### config.mk
export PLATFORM = sky130hd
export DESIGN_NAME = mux_arb_n_flat
export DESIGN_NICKNAME = d
export VERILOG_FILES = /design/src/rtl/mux_arb_n_if.sv /design/src/rtl/mux_arb_n.sv /design/src/flat_wrapper.sv
export SDC_FILE = /design/constraint.sdc
export NUM_CORES = 1
export LEC_CHECK = 0
export BUFFER_PORTS_ARGS = -buffer_cell sky130_fd_sc_hd__buf_2
export CORE_MARGIN = 8
export CORE_UTILIZATION = 47
export DETAILED_ROUTE_END_ITERATION = 16
export GPL_TIMING_DRIVEN = 0
export PLACE_DENSITY_LB_ADDON = 0.25
export SYNTH_ARGS = -nofsm -noshare
export SYNTH_HDL_FRONTEND = slang
export SYNTH_SLANG_ARGS = --single-unit
export TNS_END_PERCENT = 10
### constraint.sdc
create_clock -name clk -period 2.4 [get_ports clk]
set_input_delay 0.24 -clock clk [delete_from_list [all_inputs] [get_ports clk]]
set_output_delay 0.24 -clock clk [all_outputs]
set_load 0.01 [all_outputs]
### src/rtl/mux_arb_n_if.sv
// rtl/mux_arb_n_if.sv - channel and output handshake bundle for mux_arb_n
interface mux_arb_n_if #(
  parameter int N  = 4,
  parameter int W  = 8,
  parameter int SW = $clog2(N)
);
  logic [N*W-1:0] d;
  logic [N-1:0]   d_valid;
  logic [N-1:0]   d_ready;
  logic           mode;
  logic [SW-1:0]  sel;
  logic [W-1:0]   z;
  logic           z_valid;
  logic           z_ready;
  logic [SW-1:0]  grant;

  modport master (
    output d, d_valid, mode, sel, z_ready,
    input  d_ready, z, z_valid, grant
  );

  modport slave (
    input  d, d_valid, mode, sel, z_ready,
    output d_ready, z, z_valid, grant
  );
endinterface

### src/rtl/mux_arb_n.sv
// rtl/mux_arb_n.sv - registered N-to-1 mux with fixed-select and round-robin modes
module mux_arb_n #(
  parameter int N  = 4,
  parameter int W  = 8,
  parameter int SW = $clog2(N)
) (
  input  logic        clk,
  input  logic        rst_n,
  mux_arb_n_if.slave  bus
);

  logic [W-1:0]  z_q, z_d;
  logic          z_valid_q, z_valid_d;
  logic [SW-1:0] grant_q, grant_d;
  logic [SW-1:0] ptr_q, ptr_d;

  logic          slot_free;
  logic          eligible;
  logic          take;
  logic [SW-1:0] chosen;
  logic [N-1:0]  d_ready;
  int            idx;

  always_comb begin
    slot_free = !z_valid_q || bus.z_ready;
    eligible  = 1'b0;
    chosen    = '0;
    idx       = 0;
    if (!bus.mode) begin
      // sel beyond the channel count (non-power-of-2 N) simply selects nothing
      if (int'(bus.sel) < N) begin
        eligible = bus.d_valid[bus.sel];
        chosen   = bus.sel;
      end
    end else begin
      // scan from farthest to nearest so the channel closest to ptr wins
      for (int k = N - 1; k >= 0; k--) begin
        idx = (int'(ptr_q) + k) % N;
        if (bus.d_valid[idx]) begin
          eligible = 1'b1;
          chosen   = SW'(idx);
        end
      end
    end
    take    = rst_n && slot_free && eligible;
    d_ready = take ? (N'(1) << chosen) : '0;
  end

  always_comb begin
    z_d       = z_q;
    z_valid_d = z_valid_q;
    grant_d   = grant_q;
    ptr_d     = ptr_q;
    if (take) begin
      z_d       = bus.d[int'(chosen)*W +: W];
      grant_d   = chosen;
      z_valid_d = 1'b1;
      if (bus.mode) begin
        ptr_d = SW'((int'(chosen) + 1) % N);
      end
    end else if (bus.z_ready) begin
      z_valid_d = 1'b0;
    end
  end

  always_ff @(posedge clk or negedge rst_n) begin
    if (!rst_n) begin
      z_q       <= '0;
      z_valid_q <= 1'b0;
      grant_q   <= '0;
      ptr_q     <= '0;
    end else begin
      z_q       <= z_d;
      z_valid_q <= z_valid_d;
      grant_q   <= grant_d;
      ptr_q     <= ptr_d;
    end
  end

  assign bus.d_ready = d_ready;
  assign bus.z       = z_q;
  assign bus.z_valid = z_valid_q;
  assign bus.grant   = grant_q;

endmodule

### src/flat_wrapper.sv
// flat-port wrapper written by rule: the top's interface ports become plain ports
module mux_arb_n_flat 
#(
  parameter int N  = 4,
  parameter int W  = 8,
  parameter int SW = $clog2(N)
)
  (clk, rst_n, bus_d, bus_d_valid, bus_mode, bus_sel, bus_z_ready, bus_d_ready, bus_z, bus_z_valid, bus_grant);
  mux_arb_n_if #(.N(N), .W(W), .SW(SW)) bus_i ();
  input  logic clk;
  input  logic rst_n;
  input wire logic [$bits(bus_i.d)-1:0] bus_d;
  input wire logic [$bits(bus_i.d_valid)-1:0] bus_d_valid;
  input wire logic [$bits(bus_i.mode)-1:0] bus_mode;
  input wire logic [$bits(bus_i.sel)-1:0] bus_sel;
  input wire logic [$bits(bus_i.z_ready)-1:0] bus_z_ready;
  output wire logic [$bits(bus_i.d_ready)-1:0] bus_d_ready;
  output wire logic [$bits(bus_i.z)-1:0] bus_z;
  output wire logic [$bits(bus_i.z_valid)-1:0] bus_z_valid;
  output wire logic [$bits(bus_i.grant)-1:0] bus_grant;
  assign bus_i.d = bus_d;
  assign bus_i.d_valid = bus_d_valid;
  assign bus_i.mode = bus_mode;
  assign bus_i.sel = bus_sel;
  assign bus_i.z_ready = bus_z_ready;
  assign bus_d_ready = bus_i.d_ready;
  assign bus_z = bus_i.z;
  assign bus_z_valid = bus_i.z_valid;
  assign bus_grant = bus_i.grant;
  mux_arb_n #(.N(N), .W(W), .SW(SW)) u_core (.clk(clk), .rst_n(rst_n), .bus(bus_i));
endmodule
# After elaboration in Yosys (flattened, before gate mapping)
# Cells that the tools add are included.
word_totals:
  out_inout_bits: 15
  wordCells: 53
  register_bits: 13
  in_bits: 42
op_classes:
  magnitude_cmp: 5
  reduce_logical: 9
  n_addsub: 4
  shifts: 2
  n_bitwise: 3
  mux: 26
op_table:
  columns: ["cell", "n"]
  rows:
  - ["$shiftx A32 B6 Y8", 1]
  - ["$mux W1", 15]
  - ["$lt A3 B4 Y1 const B", 3]
  - ["$bmux W1 S2", 5]
  - ["$mux W2", 5]
  - ["$lt A2 B3 Y1 const B", 2]
  - ["$reduce_or A2 Y1", 3]
  - ["$add A2 B1 Y2 const B", 2]
  - ["$add A2 B2 Y2 const B", 2]
  - ["$mux W4", 1]
  - ["$shl A1 B2 Y4 const A", 1]
  - ["$and A1 B1 Y1 const A", 3]
  - ["$logic_and A1 B1 Y1", 2]
  - ["$reduce_and A2 Y1", 1]
  - ["$reduce_bool A2 Y1", 1]
  - ["$logic_not A1 Y1", 1]
  - ["$logic_or A1 B1 Y1", 1]

# Logic depth before layout (Yosys ltp)
depth:
  ltp_word: 13
  mapped_depth: 8

# Worst setup path before layout
# No wires, ideal clock.
synth_path:
  kind: "register -> output"
  start: "register u_core.ptr_q[1]"
  end: "output port bus_d_ready[0]"
  path_stages_with_launch: 9
  slack_ns: 0.433
  arrival_ns: 1.727
  required_ns: 2.160
  path_cell_list: "dfrtp_1 -> buf_2 -> nand2b_1 -> a21o_1 -> and2_1 -> buf_6 -> mux2_2 -> nand2b_4 -> nor2_1"
synth_between:
  elab_chain_cells: 11
  word_cells_on_any_way: 27
synth_lines:
  columns: ["item", "line", "source"]
  rows:
  - ["from (decl)", "mux_arb_n.sv:15", "logic [SW-1:0] ptr_q, ptr_d;"]
  - ["from (signal assigned)", "mux_arb_n.sv:76", "ptr_q <= ptr_d;"]
  - ["$add A2 B2 Y2", "mux_arb_n.sv:38", "idx = (int'(ptr_q) + k) % N;"]
  - ["$bmux W1 S2", "mux_arb_n.sv:39", "if (bus.d_valid[idx]) begin"]
  - ["$mux W1 (not written as such) (2 in a row)", "mux_arb_n.sv:39", null]
  - ["$mux W2 or $mux W1 (tied branches) (4 in a row)", "mux_arb_n.sv:39", null]
  - ["$mux W2 or $mux W1 (tied branches)", "mux_arb_n.sv:29", "if (!bus.mode) begin"]
  - ["$shl A1 B2 Y4 or $logic_and A1 B1 Y1 (tied branches)", "mux_arb_n.sv:46, mux_arb_n.sv:45", null]
  - ["$mux W4 *", "mux_arb_n.sv:46", "d_ready = take ? (N'(1) << chosen) : '0;"]
  - ["to (decl)", "flat_wrapper.sv:17", "output wire logic [$bits(bus_i.d_ready)-1:0] bus_d_ready;"]
# Mark *: on every way between the ends. The rest lies on a longest branch, timed or not. The select of a mux whose other input is x is not followed.

# Final worst setup path
layout_path:
  start: "register u_core.ptr_q[1]"
  end: "output port bus_d_ready[2]"
# The elaborated chain is that of the path after synthesis.

==> impl_metrics.yaml <==
setup_path:
  crit_fanout: 9
  cp_top_family: "simple AND/OR/NAND/NOR gates"
  worst_setup_path_start_kind: "register"
  path_cells: "nand2b_1 > a21o_1 > and2_1 > buf_6 > mux2_4 > nand2b_4 > nor2_1 > buf_2"
  worst_r2r_startpoint: "u_core.ptr_q[1]$_DFFE_PN0P_"
  timing.critical_path.slowest_cell_delay_ps: 470
  critPathArrivalTime_ps: 2070
  setup.worst_path.end_class: "output pin"
  r2r_end: "u_core.bus.z[7]$_DFFE_PN0P_"
  slowest_stage: "sky130_fd_sc_hd__dfrtp_2"
  worst-endpoint-required_ps: 2160
  ff2ff_path_depth: 8
  cp.buffers_inverters: 2
  ff2ff_setup_slack_ps: 480
  path_class: "register to output pin"
synth:
  syn_inst: 147
  synth.yosys.seq_area_share_pct: 25.05
  synthDominantAreaCellType: "sky130_fd_sc_hd__dfrtp_1"
  synth_nets: 189
  ys_types: 47
  synth-edff-count: 0
  synth_largest_type_area_fraction_pct: 25.05
  async_flop_share_pct: 100.0
  synthFlopType: "sky130_fd_sc_hd__dfrtp_1"
  postSynthAreaPerCell_sq_um: 8.835
  synth-warning-count: 0
  synth_top_cells_by_count: "17 x sky130_fd_sc_hd__nand2_1, 17 x sky130_fd_sc_hd__nor2_1, 13 x sky130_fd_sc_hd__dfrtp_1, 13 x sky130_fd_sc_hd__mux2_2, 9 x sky130_fd_sc_hd__mux2i_1"
  synth_register_bits: 13
  netlist_area_sq_um: 1299
  netlist_top_cells_area: "sky130_fd_sc_hd__dfrtp_1 25%, sky130_fd_sc_hd__mux2_2 11%, sky130_fd_sc_hd__mux2i_1 6.9%, sky130_fd_sc_hd__nand2_1 4.9%, sky130_fd_sc_hd__nor2_1 4.9%"
placement:
  routabilityCongestion: 0.8956
  buffer_ports.inserted: 55
  detailedPlace.worstSlack_ps: 295.8
  detailedPlacementHpwl_mm: 3.071
sta:
  timing.max_slew.rel_slack_pct: 55.08
  tightest_slew_ps: 671.6
  rsz_0062_raised_after_global_routing: "yes"
  finalSetupViolCount: 0
  report.final.slew_viol_count: 0
  finalClockSkew_ps: 3.522
  whs_ps: 250.9
  maxClockFrequency_mhz: 432.3
  fin_tns_setup_ps: 0
  setup_slack_ps: 86.94
  final_hold_viol_count: 0
  min_period_over_period_pct: 96.38
  timing.final.crit_period_ps: 2313
worst_hold_path:
  whs_endpoint: "u_core.bus.z[4]$_DFFE_PN0P_"
  min-delay-start: "bus_d[20]"
  min_path_type: "input port to register"
  worst_hold_path.num_cells: 3
finish:
  post_route_cells_drive_above_1_share_pct: 46.45
  finish.net_count: 254
  area_growth_pct: 31.50
  n_antenna_cell: 0
clock_tree:
  cts_made_buffers: 3
  cts_tree: "yes"
  worst_skew_pair.late_latency_ps: 290
  clock_pin_slew_on_the_worst_setup_and_hold_paths_ps: 100
  clock_tree.buffer_depth: 2
  h-tree-depth: 1
  sink_count_of_the_clock_tree: 13
  root_buffer: "sky130_fd_sc_hd__clkbuf_4"
drt:
  drt-vias-per-instance: 5.967
  first_pass_iters: 4
  drt.antenna.violating_nets: 0
  wl_cell_microns: 17.10
  route.vias.total: 1444
  remaining_drc_errors: 0
  drt_first_iter_violations: 124
  wirelength_mm: 4.138
global_routing:
  grt_pass1_vias: 1453
  gr-usage-all-layers_pct: 17.64
  wire_length_of_the_first_global_routing_pass_mm: 6.520
  use_met3_pct: 5.977
  use_met1_pct: 21.44
  grt-ovfl-total: 0
  globalRoute.busiestLayer: "met2"
  gr-usage-met2_pct: 29.73
  initial_antenna_violation_count: 0
  pin_count_of_the_biggest_net_entering_global_routing: 14
run:
  max_cap_check_violation_count: 0
status:
  status: "complete, no violations"
floorplan:
  die_w_microns: 68.57
  std_cell_rows: 19
  floorplan.initialDensity_pct: 48.35
  dieArea_sq_um: 4701
  design.core.area_sq_um: 2686
  boundaryPins: 57
  fp.dieH_microns: 68.57
power:
  power_density_over_the_cells_nw_per_um2: 683.6
  static-leakage-power_nw: 0.8049
  worst_vdd_drop_v: 0.0005740
  total_power_mw: 1.167
-- metrics by stage --
step	util, %	std cells	instance area, sq um
after floorplan	-	147	1299
after global placement	60.04	233	1613
after detailed placement	60.04	233	1613
after CTS	61.39	237	1649
after global routing	63.58	242	1708
final	63.58	242	1708
-- tightest hold or removal path: cells and delay by family --
family	cells	cell delay, ps
compound gates	1	60
buf+inv	1	100
simple gates	1	120
-- report_power, final --
part | leakage (nW) | internal [mW] | switching (mW)
Combinational | 0.643 | 0.314 | 0.336
Clock | 0.0177 | 0.0621 | 0.0914
Sequential | 0.144 | 0.298 | 0.0658
Total | 0.805 | 0.674 | 0.494
-- kinds of logic (layout without fill, tap and decap cells) --
logic type,after synthesis,count (layout),synth area share (%)
compound gates,35,35,23.31
xor+xnor,1,1,0.6745
buf+inv,10,74,4.046
flops,13,13,25.05
mux,23,23,19.94
simple gates,65,65,26.97
-- flip-flops by register name, indices dropped and copies added, names as in the netlist --
signal	count
u_core.bus.z_valid	1
u_core.bus.z	8
u_core.bus.grant	2
u_core.ptr_q	2
-- what timing repair did --
action,4_1_cts,5_1_grt
pin swaps,0,1
hold buffers,1,0
endpoints found under the setup margin,2,4
hold endpoints to repair,13,0
setup buffers,0,5
resized for setup,1,4
-- final cells by class --
| cell class | instances | area, sq um |
|---|---|---|
| sequential | 13 | 326.6 |
| inverter | 3 | 11.26 |
| multi-input combinational | 124 | 944.7 |
| timing repair buffer | 61 | 322.8 |
| fill | 240 | 978.4 |
| clock inverter | 1 | 5.005 |
| buffer | 6 | 36.28 |
| clock buffer | 3 | 22.52 |
| tap | 31 | 38.79 |
-- placed cells by master (no fill, tap or decap), drive strengths merged, types with 2 or more instances in the layout --
cell type / count
buf: 64
nand2: 18
nor2: 18
mux2: 13
dfrtp: 13
mux2i: 9
o22ai: 7
a32o: 6
nor3: 6
nand3: 5
clkbuf: 5
nand2b: 4
and2: 4
inv: 3
a21o: 3
o21ai: 3
nand3b: 2
nor2b: 2
and3: 2
a21oi: 2
a31oi: 2
a211oi: 2
-- how the worst max path moves through the flow --
stage,start,endpoint,slack [ps],cells past startpoint
after floorplan,u_core.ptr_q[1]$_DFFE_PN0P_,bus_d_ready[0],430,8
after global placement,u_core.ptr_q[1]$_DFFE_PN0P_,bus_d_ready[2],310,9
after detailed placement,u_core.ptr_q[1]$_DFFE_PN0P_,bus_d_ready[0],300,9
after CTS,u_core.ptr_q[1]$_DFFE_PN0P_,bus_d_ready[0],9,8
after global routing,u_core.ptr_q[1]$_DFFE_PN0P_,bus_d_ready[2],-20,8
final,u_core.ptr_q[1]$_DFFE_PN0P_,bus_d_ready[2],90,8
-- layer usage --
layer	vias up	share of wire, %	routed length (microns)
met5	-	0	0
met4	0	0.56	23
met3	2	8.1	334
li1	689	-	-
met2	55	50	2057
met1	698	42	1723
Power figures use the tool's default switching activity.
